$ cat config.mk
export PLATFORM = sky130hd
export DESIGN_NAME = counter_64_flat
export DESIGN_NICKNAME = d
export VERILOG_FILES = /design/src/rtl/counter_64_if.sv /design/src/rtl/counter_64.sv /design/src/flat_wrapper.sv
export SDC_FILE = /design/constraint.sdc
export NUM_CORES = 1
export LEC_CHECK = 0
export CAP_MARGIN = 20
export CELL_PAD_IN_SITES_DETAIL_PLACEMENT = 0
export CELL_PAD_IN_SITES_GLOBAL_PLACEMENT = 1
export CORE_UTILIZATION = 43
export DETAILED_ROUTE_END_ITERATION = 12
export DONT_BUFFER_PORTS = 1
export PLACE_DENSITY = 0.86
export SLEW_MARGIN = 0
export SYNTH_ARGS = -nofsm -noshare
export SYNTH_HDL_FRONTEND = slang
export SYNTH_SLANG_ARGS = --single-unit
$ cat constraint.sdc
create_clock -name clk -period 2.7 [get_ports clk]
set_input_delay 0.405 -clock clk [delete_from_list [all_inputs] [get_ports clk]]
set_output_delay 0.405 -clock clk [all_outputs]
set_load 0.01 [all_outputs]
$ cat src/rtl/counter_64_if.sv
// rtl/counter_64_if.sv - control and observation bundle for the counter_64 cycle counter
//
// Purpose: groups the counter's control strobes and its registered results so
// that the harness side (master) and the counter (slave) share one port.
//
// Signals:
//   increment     master->slave  advance count by one this cycle
//   clear         master->slave  synchronous reload of count to INIT
//   capture_start master->slave  latch start timestamp, arm measurement
//   capture_end   master->slave  latch end timestamp, produce elapsed
//   count         slave->master  current counter value
//   start_cycle   slave->master  last captured start timestamp
//   end_cycle     slave->master  last captured end timestamp
//   elapsed       slave->master  end minus start of last completed measurement
//   elapsed_valid slave->master  one-cycle pulse when elapsed updates
//   running       slave->master  measurement armed
//   wrap          slave->master  one-cycle pulse after count rolls over to zero
interface counter_64_if #(
    parameter int WIDTH = 64
);
    logic             increment;
    logic             clear;
    logic             capture_start;
    logic             capture_end;
    logic [WIDTH-1:0] count;
    logic [WIDTH-1:0] start_cycle;
    logic [WIDTH-1:0] end_cycle;
    logic [WIDTH-1:0] elapsed;
    logic             elapsed_valid;
    logic             running;
    logic             wrap;

    modport master (
        output increment,
        output clear,
        output capture_start,
        output capture_end,
        input  count,
        input  start_cycle,
        input  end_cycle,
        input  elapsed,
        input  elapsed_valid,
        input  running,
        input  wrap
    );

    modport slave (
        input  increment,
        input  clear,
        input  capture_start,
        input  capture_end,
        output count,
        output start_cycle,
        output end_cycle,
        output elapsed,
        output elapsed_valid,
        output running,
        output wrap
    );
endinterface

$ cat src/rtl/counter_64.sv
// rtl/counter_64.sv - free-running cycle counter with start/end timestamp capture
//
// Purpose: counts clock cycles and measures the distance between a start and
// an end capture. Pure observation block; it drives no datapath.
//
// Ports:
//   clk  - single clock, all state changes on its rising edge
//   rst  - asynchronous, active-low reset
//   bus  - counter_64_if slave modport (controls in, registered results out)
//
// Parameters:
//   WIDTH - counter and timestamp width (must match the interface WIDTH)
//   INIT  - count value loaded on reset and on clear
module counter_64 #(
    parameter int               WIDTH = 64,
    parameter logic [WIDTH-1:0] INIT  = '0
) (
    input  logic         clk,
    input  logic         rst,
    counter_64_if.slave  bus
);

    // Measurement state: IDLE until a start is captured, ARMED until an end.
    typedef enum logic {
        ST_IDLE  = 1'b0,
        ST_ARMED = 1'b1
    } state_t;

    state_t           state_q, state_d;
    logic [WIDTH-1:0] count_q, count_d;
    logic [WIDTH-1:0] start_cycle_q, start_cycle_d;
    logic [WIDTH-1:0] end_cycle_q, end_cycle_d;
    logic [WIDTH-1:0] elapsed_q, elapsed_d;
    logic             elapsed_valid_q, elapsed_valid_d;
    logic             wrap_q, wrap_d;

    // An end only counts when a measurement is armed; it is evaluated before
    // any same-cycle start so it pairs with the previous start timestamp.
    logic end_fire;

    always_ff @(posedge clk or negedge rst) begin
        if (!rst) begin
            state_q         <= ST_IDLE;
            count_q         <= INIT;
            start_cycle_q   <= '0;
            end_cycle_q     <= '0;
            elapsed_q       <= '0;
            elapsed_valid_q <= 1'b0;
            wrap_q          <= 1'b0;
        end else begin
            state_q         <= state_d;
            count_q         <= count_d;
            start_cycle_q   <= start_cycle_d;
            end_cycle_q     <= end_cycle_d;
            elapsed_q       <= elapsed_d;
            elapsed_valid_q <= elapsed_valid_d;
            wrap_q          <= wrap_d;
        end
    end

    // Counter: clear beats increment; the add wraps naturally at WIDTH bits.
    always_comb begin
        count_d = count_q;
        wrap_d  = 1'b0;
        if (bus.clear) begin
            count_d = INIT;
        end else if (bus.increment) begin
            count_d = count_q + {{(WIDTH-1){1'b0}}, 1'b1};
            wrap_d  = (count_q == {WIDTH{1'b1}});
        end
    end

    // Measurement FSM and capture registers. All captures use the count as
    // it was before this edge's update.
    always_comb begin
        state_d         = state_q;
        start_cycle_d   = start_cycle_q;
        end_cycle_d     = end_cycle_q;
        elapsed_d       = elapsed_q;
        elapsed_valid_d = 1'b0;
        end_fire        = bus.capture_end && (state_q == ST_ARMED);

        if (end_fire) begin
            end_cycle_d     = count_q;
            // Modulo subtraction keeps the result right across one wrap.
            elapsed_d       = count_q - start_cycle_q;
            elapsed_valid_d = 1'b1;
        end

        case (state_q)
            ST_IDLE: begin
                if (bus.capture_start) begin
                    start_cycle_d = count_q;
                    state_d       = ST_ARMED;
                end
            end
            ST_ARMED: begin
                // A start while armed re-arms, even alongside an end.
                if (bus.capture_start) begin
                    start_cycle_d = count_q;
                    state_d       = ST_ARMED;
                end else if (end_fire) begin
                    state_d = ST_IDLE;
                end
            end
            default: state_d = ST_IDLE;
        endcase
    end

    assign bus.count         = count_q;
    assign bus.start_cycle   = start_cycle_q;
    assign bus.end_cycle     = end_cycle_q;
    assign bus.elapsed       = elapsed_q;
    assign bus.elapsed_valid = elapsed_valid_q;
    assign bus.running       = (state_q == ST_ARMED);
    assign bus.wrap          = wrap_q;

endmodule

$ cat src/flat_wrapper.sv
// flat-port wrapper written by rule: the top's interface ports become plain ports
module counter_64_flat 
#(
    parameter int               WIDTH = 64,
    parameter logic [WIDTH-1:0] INIT  = '0
)
  (clk, rst, bus_increment, bus_clear, bus_capture_start, bus_capture_end, bus_count, bus_start_cycle, bus_end_cycle, bus_elapsed, bus_elapsed_valid, bus_running, bus_wrap);
  counter_64_if #(.WIDTH(WIDTH)) bus_i ();
  input  logic clk;
  input  logic rst;
  input wire logic [$bits(bus_i.increment)-1:0] bus_increment;
  input wire logic [$bits(bus_i.clear)-1:0] bus_clear;
  input wire logic [$bits(bus_i.capture_start)-1:0] bus_capture_start;
  input wire logic [$bits(bus_i.capture_end)-1:0] bus_capture_end;
  output wire logic [$bits(bus_i.count)-1:0] bus_count;
  output wire logic [$bits(bus_i.start_cycle)-1:0] bus_start_cycle;
  output wire logic [$bits(bus_i.end_cycle)-1:0] bus_end_cycle;
  output wire logic [$bits(bus_i.elapsed)-1:0] bus_elapsed;
  output wire logic [$bits(bus_i.elapsed_valid)-1:0] bus_elapsed_valid;
  output wire logic [$bits(bus_i.running)-1:0] bus_running;
  output wire logic [$bits(bus_i.wrap)-1:0] bus_wrap;
  assign bus_i.increment = bus_increment;
  assign bus_i.clear = bus_clear;
  assign bus_i.capture_start = bus_capture_start;
  assign bus_i.capture_end = bus_capture_end;
  assign bus_count = bus_i.count;
  assign bus_start_cycle = bus_i.start_cycle;
  assign bus_end_cycle = bus_i.end_cycle;
  assign bus_elapsed = bus_i.elapsed;
  assign bus_elapsed_valid = bus_i.elapsed_valid;
  assign bus_running = bus_i.running;
  assign bus_wrap = bus_i.wrap;
  counter_64 #(.WIDTH(WIDTH), .INIT(INIT)) u_core (.clk(clk), .rst(rst), .bus(bus_i));
endmodule
# Yosys cells after proc, flatten, opt, wreduce, memory -nomap -nowiden
# Index checks and enable logic that the tools add are counted.
[op_classes]
n_reduce_logical = 2
bitwise_logic = 1
n_eq_ne = 1
mux = 10
n_addsub = 2
[ops]
columns = ["op", "count"]
rows = [
  ["$mux 64", 3],
  ["$add 64x1->64 const B", 1],
  ["$eq 64x64->1 const B", 1],
  ["$sub 64x64->64", 1],
  ["$mux 1", 6],
  ["$pmux 1 s2", 1],
  ["$reduce_bool 2->1", 1],
  ["$logic_and 1x1->1", 1],
  ["$not 1->1", 1],
]
[word_totals]
wordCells = 23
regBits = 259
input_bits = 6

# Depth between registers and ports, before layout
[logic_depth]
depth_word = 4
depth_mapped = 13

# Worst setup path after synthesis
# No wires, ideal clock.
[synth_path]
path_kind = "register to register"
startpoint = "reg u_core.count_q[0] (netlist: u_core.bus.count[0])"
endpoint = "reg u_core.elapsed_q[58] (netlist: u_core.bus.elapsed[58])"
path_stages_with_launch = 14
setup_slack_ps = -249
arrival_ps = 2800
n_path_buf = 0
setup_ps = 149
cell_sequence = "dfrtp_1 inv_1 ha_1 fa_1 nor2b_1 o211ai_1 a31oi_2 a211oi_2 a2111oi_0 or3_1 a21oi_2 a21oi_1 mux2i_1 o311ai_0"
[synth_between]
elab_chain_len = 1
[synth_lines]
columns = ["item", "line", "text"]
rows = [
  ["start: declaration", "counter_64.sv:30", "logic [WIDTH-1:0] count_q, count_d;"],
  ["start signal: assignment", "counter_64.sv:52", "count_q <= count_d;"],
  ["$sub 64x64->64", "counter_64.sv:86", "elapsed_d = count_q - start_cycle_q;"],
  ["end signal: assignment", "counter_64.sv:55", "elapsed_q <= elapsed_d;"],
  ["end: declaration", "counter_64.sv:33", "logic [WIDTH-1:0] elapsed_q, elapsed_d;"],
]
# Every way passes these cells.
# A chain may end at the register's enable or synchronous reset.

# Worst setup path in the final report
[layout_path]
startpoint = "reg u_core.start_cycle_q[0] (netlist: u_core.bus.start_cycle[0])"
endpoint = "reg u_core.elapsed_q[56] (netlist: u_core.bus.elapsed[56])"
[layout_between]
elab_chain_len = 1
[layout_lines]
columns = ["item", "line", "text"]
rows = [
  ["start: declaration", "counter_64.sv:31", "logic [WIDTH-1:0] start_cycle_q, start_cycle_d;"],
  ["start signal: assignment", "counter_64.sv:53", "start_cycle_q <= start_cycle_d;"],
  ["$sub 64x64->64", "counter_64.sv:86", ""],
]
# Every way passes these cells.

==> results.ini <==
[grt]
antenna_found_initial=0
grt_max_degree=260
grt_pass1_vias=12310
overflow=0
grt_pass1_wl_um=68410
grt.total_usage_pct=25.92

[detailed_routing]
drcViolationCount=0
wire_per_inst_um=18.95
num_vias=12410
first_iter_violations=794
drtAntennaViolNets=0
firstDrtPassIters=7
viasPerCell=5.404
wl_um=43520

[yosys]
synth.distinct_cells=68
yosys_most_used_dff=dfrtp_1
synth_mux_area_share_pct=0.3855
synth-simple-area-share_pct=20.47
avgSynthCellArea_um2=8.593
yosysTopAreaCellShare_pct=46.44
synth-edff-count=0
synth_compound_area_share_pct=14.94
synth_top_family_by_area=simple AND/OR/NAND/NOR gates
synthesis.nets=1695
synth_seq_cells=259
ys_warn_count=0
synthXorXnorAreaFrac_pct=7.406
yosys.area.top_type=dfrtp_1
synth_adder_area_share_pct=5.882
synth_seq_area_share_pct=46.44
async_flop_share_pct=100.0
synth.area.top_cells=dfrtp_1, nand2_1, ha_1
netlist_area_um2=13950
synth_cells=1624

[clock_network]
tritoncts=built
cts.sinks=259
clock_latency_ps=550
clkTransAtPathRegs_ps=60
cts_hold_buffers=8
numCtsBuffers=29
cts-root-buf=clkbuf_16
cts.path.max_buffers=3
htree_num_levels=1

[worst_setup_path]
cp.required_ps=3130
path_class=reg2reg
critPathCaptureType=register
cp_max_fo=3
startpoint_type=register
cp.arrival_ps=3330

[timing]
period_needed_ps=2897
setup_ws_ps=-196.8
worst_pin_slew_ps=938.1
skew_ps=19.37
post-route-period-util_pct=107.3
maxSlewHeadroom_pct=37.25
setup_viol=24
holdWs_ps=-434.1
slew_viol_final=0
fmax_mhz=345.2
hold_viol=259
rsz0062_at_grt=true
fin_setup_tns_ps=-1853

[final_layout]
fin_util_pct=57.19
drive_gt1_share_pct=23.80
area_growth_syn_to_layout_pct=29.99
antenna_cells=0
fill_cells=2822
num-nets-final=1946

[power_and_ir_drop]
report.power.total_w=0.009896
p_per_area_nw_per_um2=545.5
p_leak_nw=9.221
ir_worst_vdd_mv=0.4737

[die]
core_um2=31720
start_util_pct=44.00
pin_count=265
die_w_um=182.1
dieHeight_um=182.1
dieArea_um2=33180
rows=65

[placed_design]
dp.final_hpwl_um=29580
dp_slack_ps=-382.4
numPortBuffers=0
place_congestion=0.8727

[status]
violations=negative hold slack, negative setup slack
outcome=finished with violations

[run]
max-cap-violations=0

[worst_hold_path]
hold_class=in2async

-- kinds of logic after synthesis --
logic type,count (synthesis)
compound gates,354
xor+xnor,118
fa+ha+maj,65
buf+inv,163
flops,259
mux,5
simple gates,660
-- state kept, by name (all words and copies together) (netlist names) --
| name | cells |
|---|---|
| u_core.bus.count | 64 |
| u_core.bus.start_cycle | 64 |
| u_core.bus.wrap | 1 |
| u_core.bus.running | 1 |
| u_core.bus.elapsed | 64 |
| u_core.bus.elapsed_valid | 1 |
| u_core.bus.end_cycle | 64 |
-- through the flow --
step	area [um^2]	hold slack [ps]	std cells
final	18140	-434.1	2297
after global routing	18140	-464.8	2297
after CTS	17770	-467.9	2285
after detailed placement	16180	118.1	2209
after global placement	16180	118.6	2209
after floorplan	14020	109.4	1624
-- final timing paths --
kind | cells past startpoint | slack (ps) | start | end
max in group asynchronous | 0 | 2600 | rst | u_core.bus.count[0]
worst max-delay path | 13 | -200 | u_core.bus.start_cycle[0] | u_core.bus.elapsed[56]
min in group clk | 2 | 20 | bus_capture_start | u_core.bus.start_cycle[11]
worst max register to register | 13 | -200 | u_core.bus.start_cycle[0] | u_core.bus.elapsed[56]
worst min register to register | 2 | 540 | u_core.bus.end_cycle[56] | u_core.bus.end_cycle[56]
worst min-delay path | 0 | -430 | rst | u_core.bus.end_cycle[23]
-- cells in the mapped netlist (all sizes together) (3+ instances only) --
cell type / instances
a21oi: 87
o21ai: 171
a31oi: 11
or3: 9
xnor2: 47
buf: 9
nor4: 6
a211oi: 6
ha: 64
nor2: 112
and3: 11
mux2: 3
o21a: 3
nor2b: 5
o211ai: 9
nand2: 411
clkbuf: 63
and2: 11
nand2b: 7
a21o: 28
and4: 7
o31ai: 3
xor2: 71
nand3: 27
inv: 91
nand4: 35
nor3: 12
dfrtp: 259
o21bai: 19
-- critical path, cell delays in order (launching register included) --
cell and delay [ps]:
dfrtp_1 410, ha_4 180, fa_2 370, nor2b_2 130, o211ai_1 150, a31oi_2 230
buf_4 170, o21ai_4 70, o221ai_4 170, o21ai_4 100, o211ai_1 270, a31oi_1 150
xnor2_1 140, mux2_4 260
-- where the power goes --
| group | total, W | switching [W] | leakage [nW] | internal (W) |
|---|---|---|---|---|
| logic | 0.00149 | 0.000741 | 5.23 | 0.000753 |
| clock network | 0.00383 | 0.00160 | 0.466 | 0.00223 |
| registers | 0.00457 | 0.000421 | 3.53 | 0.00415 |
| total | 0.00990 | 0.00277 | 9.22 | 0.00713 |
-- metal layers --
| layer | track usage (%) | share of wire (%) | vias up | routed length [um] |
|---|---|---|---|---|
| met4 | 6.992 | 2.5 | 0 | 1067 |
| li1 | - | - | 5932 | - |
| met3 | 5.268 | 6.6 | 62 | 2861 |
| met2 | 43.31 | 47 | 383 | 20380 |
| met1 | 34.14 | 44 | 6035 | 19210 |
| met5 | 0 | 0 | - | 0 |
-- cells in the final DEF (no fill, tap or decap), types with 5 or more instances in the layout --
cell type,instances
clkinv_2,6
o21ai_0,125
nand2b_1,6
dfrtp_1,254
clkbuf_8,10
nor3_1,10
nand4_1,34
xnor2_2,10
and2_1,8
o21bai_1,16
xnor2_1,37
and4_1,5
buf_4,257
dfrtp_2,5
ha_1,53
and3_1,10
inv_1,84
a21o_1,28
ha_4,11
buf_6,24
o21ai_1,40
a21oi_2,17
nor2_1,108
inv_2,7
or3_1,8
nand3_1,27
xor2_1,67
o211ai_1,7
nand2_1,404
a21oi_1,67
a31oi_1,6
dlygate4sd3_1,5
clkbuf_16,29
-- repair_timing --
item                       4_1_cts  5_1_grt
setup endpoints to repair       36       55
gates resized for setup         86       76
buffers inserted                20       16
pin swaps                       67       43
hold endpoints to repair       378      259
-- area by class of cell --
class | instances | area [um^2] | area share, %
clock buffer | 43 | 878.3 | 4.842
clock inverter | 8 | 47.55 | 0.2621
inverter | 91 | 341.6 | 1.883
multi-input combinational | 1202 | 7497 | 41.33
sequential | 259 | 6487 | 35.76
tap | 402 | 503.0 | 2.773
timing repair buffer | 292 | 2385 | 13.15
No activity file was read; power rests on OpenSTA's default activity.
